$ cat config.mk
export PLATFORM = sky130hd
export DESIGN_NAME = muldiv_seq
export DESIGN_NICKNAME = d
export VERILOG_FILES = /design/src/rtl/muldiv_seq.sv
export SDC_FILE = /design/constraint.sdc
export NUM_CORES = 1
export LEC_CHECK = 0
export CORE_MARGIN = 4
export CORE_UTILIZATION = 59
export DETAILED_ROUTE_END_ITERATION = 6
export GPL_TIMING_DRIVEN = 1
export HOLD_SLACK_MARGIN = 0.06
export PLACE_DENSITY = 0.82
export SKIP_CTS_REPAIR_TIMING = 1
export SYNTH_ARGS = -nofsm -noshare
export SYNTH_HDL_FRONTEND = slang
export SYNTH_SLANG_ARGS = --single-unit
export TNS_END_PERCENT = 5
$ cat constraint.sdc
create_clock -name clk -period 7.3 [get_ports clk]
set_input_delay 0.73 -clock clk [delete_from_list [all_inputs] [get_ports clk]]
set_output_delay 0.73 -clock clk [all_outputs]
set_load 0.02 [all_outputs]
$ cat src/rtl/muldiv_seq.sv
// Iterative MUL/SMUL/UMUL/DIV unit: one bit per cycle, WIDTH cycles per op.
// Shift-add multiply and restoring divide share one {hi,lo} working register.
module muldiv_seq #(
  parameter int WIDTH = 32
) (
  input  logic             clk,
  input  logic             reset,
  input  logic             Start,
  input  logic [2:0]       ALUControl,
  input  logic [WIDTH-1:0] a,
  input  logic [WIDTH-1:0] b,
  output logic [WIDTH-1:0] Result,
  output logic [WIDTH-1:0] Long,
  output logic             Busy,
  output logic             Done,
  output logic             DivByZero
);

  localparam int CW = $clog2(WIDTH + 1);

  localparam logic [1:0] S_IDLE = 2'd0;
  localparam logic [1:0] S_CALC = 2'd1;
  localparam logic [1:0] S_DONE = 2'd2;

  localparam logic [1:0] OP_MUL  = 2'b00;
  localparam logic [1:0] OP_SMUL = 2'b01;
  localparam logic [1:0] OP_UMUL = 2'b10;
  localparam logic [1:0] OP_DIV  = 2'b11;

  logic [1:0]       state_q, state_d;
  logic [CW-1:0]    cnt_q, cnt_d;
  logic [1:0]       op_q, op_d;
  logic             sign_q, sign_d;
  logic [WIDTH-1:0] hi_q, hi_d;
  logic [WIDTH-1:0] lo_q, lo_d;
  logic [WIDTH-1:0] bop_q, bop_d;
  logic [WIDTH-1:0] res_q, res_d;
  logic [WIDTH-1:0] long_q, long_d;
  logic             dbz_q, dbz_d;

  logic             accept;
  logic [WIDTH:0]   msum;
  logic [WIDTH:0]   drem, ddiff;
  logic             dge;
  logic [WIDTH-1:0] hi_nx, lo_nx;
  logic [2*WIDTH-1:0] prod, prod_neg;
  logic [WIDTH-1:0] a_mag, b_mag;

  assign a_mag = a[WIDTH-1] ? (~a + 1'b1) : a;
  assign b_mag = b[WIDTH-1] ? (~b + 1'b1) : b;

  // Multiply: add multiplicand when the current multiplier bit is set, shift right.
  assign msum  = {1'b0, hi_q} + {1'b0, (lo_q[0] ? bop_q : {WIDTH{1'b0}})};
  // Divide: shift dividend MSB into remainder, subtract divisor if it fits.
  assign drem  = {hi_q, lo_q[WIDTH-1]};
  assign ddiff = drem - {1'b0, bop_q};
  assign dge   = (drem >= {1'b0, bop_q});

  always_comb begin
    hi_nx = hi_q;
    lo_nx = lo_q;
    if (op_q == OP_DIV) begin
      hi_nx = dge ? ddiff[WIDTH-1:0] : drem[WIDTH-1:0];
      lo_nx = {lo_q[WIDTH-2:0], dge};
    end else begin
      hi_nx = msum[WIDTH:1];
      lo_nx = {msum[0], lo_q[WIDTH-1:1]};
    end
  end

  assign prod     = {hi_nx, lo_nx};
  assign prod_neg = ~prod + 1'b1;
  assign accept   = Start && ALUControl[2] && (state_q != S_CALC);

  always_comb begin
    state_d = state_q;
    cnt_d   = cnt_q;
    op_d    = op_q;
    sign_d  = sign_q;
    hi_d    = hi_q;
    lo_d    = lo_q;
    bop_d   = bop_q;
    res_d   = res_q;
    long_d  = long_q;
    dbz_d   = dbz_q;
    case (state_q)
      S_IDLE, S_DONE: begin
        if (accept) begin
          state_d = S_CALC;
          cnt_d   = CW'(WIDTH);
          op_d    = ALUControl[1:0];
          hi_d    = '0;
          dbz_d   = 1'b0;
          if (ALUControl[1:0] == OP_SMUL) begin
            lo_d   = a_mag;
            bop_d  = b_mag;
            sign_d = a[WIDTH-1] ^ b[WIDTH-1];
          end else begin
            lo_d   = a;
            bop_d  = b;
            sign_d = 1'b0;
          end
        end else begin
          state_d = S_IDLE;
        end
      end
      S_CALC: begin
        hi_d  = hi_nx;
        lo_d  = lo_nx;
        cnt_d = cnt_q - 1'b1;
        if (cnt_q == CW'(1)) begin
          state_d = S_DONE;
          case (op_q)
            OP_UMUL: {long_d, res_d} = prod;
            OP_SMUL: {long_d, res_d} = sign_q ? prod_neg : prod;
            OP_DIV: begin
              res_d  = lo_nx;
              long_d = '0;
              dbz_d  = (bop_q == '0);
            end
            default: begin
              res_d  = lo_nx;
              long_d = '0;
            end
          endcase
        end
      end
      default: state_d = S_IDLE;
    endcase
  end

  always_ff @(posedge clk) begin
    if (reset) begin
      state_q <= S_IDLE;
      cnt_q   <= '0;
      op_q    <= '0;
      sign_q  <= 1'b0;
      hi_q    <= '0;
      lo_q    <= '0;
      bop_q   <= '0;
      res_q   <= '0;
      long_q  <= '0;
      dbz_q   <= 1'b0;
    end else begin
      state_q <= state_d;
      cnt_q   <= cnt_d;
      op_q    <= op_d;
      sign_q  <= sign_d;
      hi_q    <= hi_d;
      lo_q    <= lo_d;
      bop_q   <= bop_d;
      res_q   <= res_d;
      long_q  <= long_d;
      dbz_q   <= dbz_d;
    end
  end

  assign Result    = res_q;
  assign Long      = long_q;
  assign DivByZero = dbz_q;
  assign Busy      = (state_q == S_CALC);
  assign Done      = (state_q == S_DONE);

endmodule

== Word-level counts from Yosys, hierarchy flattened ==
Index checks and enable logic that the tools add are counted.
Storage, ports and cells
  flip-flop bits (word level): 172
  input bits: 70
  output and inout port bits: 67
  word-level logic and storage cells: 67
Cells by class
  add/subtract/negate cells: 6
  order comparisons: 1
  equality and inequality tests: 11
  mux-type cells: 25
  bitwise operators: 4
  reductions and logical operators: 10
Operator list (count)
  two-way mux 32 bit: 11
  one-hot mux 32 bit (2 select lines): 3
  adder 32 x 1 -> 32 bit (second input constant): 2
  adder 64 x 1 -> 64 bit (second input constant): 1
  two-way mux 64 bit: 1
  inverter 32 bit: 2
  inverter 64 bit: 1
  adder 32 x 32 -> 33 bit: 1
  greater-or-equal comparator 33 x 32 -> 1 bit: 1
  logical NOT 32 bit: 1
  subtractor 32 bit: 1
  one-hot mux 6 bit (2 select lines): 1
  == test 2 x 1 -> 1 bit (second input constant): 3
  == test 2 bit (second input constant): 3
  == test 6 x 1 -> 1 bit (second input constant): 1
  two-way mux 6 bit: 1
  inequality test 2 x 1 -> 1 bit (second input constant): 3
  AND reduction 2 bit: 3
  subtractor 6 x 1 -> 6 bit (second input constant): 1
  two-way mux 1 bit: 5
  one-hot mux 2 bit (2 select lines): 1
  AND reduction 4 bit: 1
  logical AND 1 bit: 2
  logical NOT 2 bit: 1
  other kinds (6): 6

== Longest topological paths before layout ==
  word-level depth: 7
  gate-level depth with buffers: 23
  gate-level depth less buffers: 21

== Least setup slack after synthesis ==
Ideal clock, no wire load.
  path type: flip-flop to flip-flop
  from: register op_q[0]
  to: register long_q[24] (netlist: Long[24])
  library setup time: 132 ps
  arrival: 5272 ps
  required time: 7168 ps
  setup slack: 1896 ps
  stages on the path, launching flop included: 21
  buffers on the path: 7
  clock period less this slack: 5404 ps
  cell sequence: dfxtp_1 ha_1 buf_2 buf_2 buf_2 buf_2 buf_1 clkbuf_1 buf_1 mux2i_1 ha_1 or3b_2 nor2_1 o2111a_1 nand2_1 nor4_1 nand4_1 o41ai_1 xnor2_1 a221oi_1 nor3_1
On the way
  longest elaborated chain between the ends: 6
  elaborated cells between the ends (all ways): 9
  those cells by class: add/sub: 1; eq/ne: 3; mux: 4; bitwise: 1
Ends and longest elaborated chain
  start, declared: line 32  | logic [1:0] op_q, op_d;
  start signal, assigned: line 147  | op_q <= op_d;
  == test 2 bit: line 62  | if (op_q == OP_DIV) begin
  two-way mux 32 bit: line 62
  inverter 64 bit: line 72  | assign prod_neg = ~prod + 1'b1;
  adder 64 x 1 -> 64 bit: line 72
  two-way mux 64 bit: line 115  | OP_SMUL: {long_d, res_d} = sign_q ? prod_neg : prod;
  one-hot mux 32 bit (2 select lines) *: line 113  | case (op_q)
  end signal, assigned: line 153  | long_q <= long_d;
  end, declared: line 38  | logic [WIDTH-1:0] long_q, long_d;
Every way passes the cells marked *; elsewhere a longest branch is shown, timed or not.
A chain may end at the register's enable or synchronous reset.

== Worst setup path after layout ==
  from: register bop_q[24]
  to: register long_q[24] (netlist: Long[24])
On the way
  longest elaborated chain between the ends: 7
  elaborated cells between the ends (all ways): 11
  those cells by class: add/sub: 3; order compare: 1; mux: 6; bitwise: 1
Ends and longest elaborated chain
  start, declared: line 36  | logic [WIDTH-1:0] bop_q, bop_d;
  start signal, assigned: line 151  | bop_q <= bop_d;
  two-way mux 32 bit (tied with other cells): line 53  | assign msum = {1'b0, hi_q} + {1'b0, (lo_q[0] ? bop_q : {WIDTH{1'b0}})};
  adder 32 x 32 -> 33 bit / two-way mux 32 bit (equally long branches): line 53, 63
  two-way mux 32 bit: line 62
  inverter 64 bit: line 72
  adder 64 x 1 -> 64 bit: line 72
  two-way mux 64 bit: line 115
  one-hot mux 32 bit (2 select lines) *: line 113
Marks and branches as above.

==> flow_metrics.tcl <==
set metrics [dict create \
    synthDistinctLibCells 100 \
    start_util_pct 60.2 \
    synth_compound_area_share_pct 28.2 \
    yosysWarnings 0 \
    drtPass1Iterations 7 \
    power_mw 2.64 \
    crit_fanout 15 \
    path_class "register to register" \
    placeableCoreArea_sq_um 24400 \
    grt_usage_pct 37.7 \
    clockPowerShare_pct 37.6 \
    max_freq_mhz 171 \
    rows 57 \
    use_met2_pct 60.7 \
    fin_tns_setup_ns 0 \
    p_sw_share_pct 36.7 \
    p_seq_share_pct 38.0 \
    crit_slowest_cell "or3b_2" \
    dieWidth_um 166 \
    cts.clk_slew.worst_paths_ns 0.09 \
    violations "DRC" \
    synth-seq-cells 172 \
    setup_violations 0 \
    syn_to_final_growth_pct 14.3 \
    worstSkewPairLatency_ns 0.46 \
    cts_max_level 4 \
    synth_top_family_by_area "compound AO/OA/AOI/OAI gates" \
    initialDrtViolationCount 1726 \
    netlist_area_sq_um 14700 \
    hold_viol 0 \
    async_flop_share_pct 0 \
    synth.area.mux_share_pct 3.25 \
    yosys.area_share.simple_pct 26.2 \
    vias_per_cell 6.82 \
    drive_gt1_share_pct 5.41 \
    tritoncts "built" \
    dp_hpwl_um 40800 \
    num_io_pins 137 \
    fin_nets 2218 \
    yosysTopAreaCellShare_pct 23.4 \
    met1_usage_pct 46.0 \
    first_global_vias 15549 \
    intPower_mw 1.67 \
    synth_seq_area_share_pct 23.4 \
    synth-edff-count 0 \
    grt.busiest_layer "met2" \
    grt_overflow 0 \
    rsz0062_at_grt "false" \
    synthAdderAreaFrac_pct 6.41 \
    drv_slew 0 \
    ys.flop_type "dfxtp_1" \
    portBuffers 136 \
    cap_violations 0 \
    finalCritPeriodShare_pct 80.0 \
    synth.net_count 2161 \
    routed_wl_um 54100 \
    grt_pass1_wl_um 85000 \
    drtAntennaViolNets 0 \
    worstPathRequired_ns 7.63 \
    p_comb_share_pct 24.4 \
    vias 16452 \
    synth_top_area_cell "dfxtp_1" \
    hold_class "register to register" \
    antenna_found_initial 1 \
    p_per_area_nw_per_um2 158 \
    min_period_ns 5.84 \
    numClockSinks 172 \
    die_y_um 166 \
    root_buffer "clkbuf_16" \
    p_leak_nw 6.25 \
    clockBufferDepth 2 \
    synth.area.top_cells "dfxtp_1 23%, a21oi_1 6.6%, ha_1 6.1%" \
    cp-start-kind "register" \
    status "finished with violations" \
    drc_errors 5 \
    crit_path_cell_trace "inv_1, ha_1, a21oi_1, o21ai_1, a21oi_1, o211ai_2, nor2_2, nor2_1, a21o_1, inv_1, ha_1, or3b_2, nor2_1, o2111a_1, nand2_1, nor4_1, nand4_1, o41ai_1, xnor2_1, a221oi_1, nor3_1" \
    cts_made_buffers 17 \
    wl_per_cell_um 22.5 \
    worstMarginPinSlew_ns 0.942 \
    dieArea_sq_um 27500 \
    ir_drop_mv 0.135 \
    p_sw_uw 970 \
    grt_start_max_net_pins 65 \
    synth_xor_area_share_pct 7.34 \
    grtUsageMet3_pct 9.07 \
    arrival_ns 6.16 \
    skew_ns 0.0159 \
    endpoint_kind "register" \
    antenna_cells 0 \
    synthCells 2017 \
    slew_headroom_pct 36.7 \
    slowest_delay_ns 0.47 \
    place.gp.congestion 1.07 \
    syn_avg_cell_area_sq_um 7.28 \
]
[registers in the layout (all words and copies together) (netlist names)]
name,flops
DivByZero,1
Long,32
Result,32
bop_q,32
cnt_q,6
hi_q,32
lo_q,32
op_q,2
sign_q,1
state_q,2
[stage by stage]
| step | worst slack [ns] | hold slack, ns | util [%] | cell area [sq um] | cells |
|---|---|---|---|---|---|
| floorplan | 1.90 | 0.444 | - | 14700 | 2017 |
| global placement | 1.97 | 0.441 | 66.2 | 16200 | 2379 |
| detailed placement | 1.71 | 0.443 | 66.2 | 16200 | 2379 |
| CTS | 1.65 | 0.458 | 68.8 | 16800 | 2411 |
| global route | 0.884 | 0.482 | 68.8 | 16800 | 2411 |
| finish | 1.46 | 0.456 | 68.8 | 16800 | 2411 |
[power groups by stage]
| stage | clock, mW | sequential [mW] | combinational, mW |
|---|---|---|---|
| finish | 0.993 | 1.00 | 0.646 |
| global route | 1.03 | 1.01 | 0.696 |
| detailed placement | 0 | 1.02 | 0.623 |
| CTS | 0.993 | 1.00 | 0.627 |
| floorplan | 0 | 1.01 | 0.414 |
| global placement | 0 | 1.02 | 0.615 |
[worst max-delay path: cells and delay by family (launching register included)]
kind	cells	cell delay [ns]
AO/OA/AOI/OAI	8	2.35
AND/OR/NAND/NOR	8	2.10
adder cells (fa/ha/maj)	2	0.59
flip-flops	1	0.42
buffers and inverters	2	0.12
XOR/XNOR	1	0.11
[final timing paths]
check                                             start                 endpoint  slack [ns]  depth (start not counted)
worst min register to register  Result[21]$_SDFFE_PP0P_  Result[21]$_SDFFE_PP0P_        0.46                          2
worst max register to register   bop_q[24]$_SDFFE_PP0P_    Long[24]$_SDFFE_PP0P_        1.46                         21
worst max-delay path             bop_q[24]$_SDFFE_PP0P_    Long[24]$_SDFFE_PP0P_        1.46                         21
worst min-delay path            Result[21]$_SDFFE_PP0P_  Result[21]$_SDFFE_PP0P_        0.46                          2
[cell type report]
class,count,area [sq um]
multi-input combinational,1654,10500
fill,2124,7610
sequential,172,3440
timing repair buffer,162,1550
clock buffer,17,425
tap,324,405
inverter,67,251
clock inverter,15,204
[layout by cell type, fill, tap and decap left out, types with 10 or more instances in the layout]
cell type | netlist | layout
a31oi_1 | 45 | 45
mux2i_1 | 41 | 41
nor4_1 | 25 | 25
o31ai_1 | 20 | 20
xor2_1 | 51 | 51
nor2_1 | 212 | 210
a21oi_1 | 194 | 194
nand2_1 | 213 | 213
a211oi_1 | 37 | 37
a22oi_1 | 23 | 23
nor3_1 | 58 | 58
ha_1 | 72 | 71
clkbuf_16 | 0 | 17
o21ai_0 | 97 | 97
xnor2_1 | 72 | 72
nor2b_1 | 17 | 17
nand4_1 | 19 | 19
o211ai_1 | 21 | 21
and3_1 | 20 | 20
and2_1 | 47 | 47
a21boi_0 | 10 | 10
buf_4 | 2 | 27
inv_1 | 66 | 66
dfxtp_1 | 172 | 172
or3_1 | 33 | 33
o21a_1 | 12 | 12
nand3_1 | 78 | 78
a221oi_1 | 33 | 33
nand2b_1 | 14 | 13
clkdlybuf4s50_1 | 0 | 135
a21o_1 | 24 | 24
[per-layer routing]
metal  routed length [um]  vias to the layer above
li1                     -                     7524
met1                20400                     7653
met2                24200                     1034
met3                 5820                      239
met4                 3750                        2
met5                    9                        -
[cells in the mapped netlist, types with 6 or more instances]
cell,n
o21bai_1,7
a311oi_1,9
clkbuf_1,81
dfxtp_1,172
and2_1,47
inv_1,66
nor2_1,212
buf_1,14
nor4_1,25
o31ai_1,20
a21boi_0,10
or3_1,33
buf_2,25
a221oi_1,33
and3_1,20
mux2i_1,41
nor2b_1,17
nor3_1,58
a21oi_1,194
nand3_1,78
o21ai_1,9
a31oi_1,45
nand4_1,19
ha_1,72
o41ai_1,9
or4_1,6
a22oi_1,23
a21o_1,24
mux2_2,6
nand2_1,213
o211ai_1,21
o21a_1,12
o211a_1,6
xnor2_1,72
a211oi_1,37
nand2b_1,14
o21ai_0,97
xor2_1,51
[cells by family (layout without fill, tap and decap cells)]
| kind of cell | count (synthesis) | count (layout) |
|---|---|---|
| AO/OA/AOI/OAI | 624 | 624 |
| XOR/XNOR | 123 | 123 |
| adder cells (fa/ha/maj) | 74 | 74 |
| buffers and inverters | 191 | 261 |
| flip-flops | 172 | 172 |
| multiplexers | 47 | 47 |
| AND/OR/NAND/NOR | 786 | 786 |
Power figures use the tool's default switching activity.
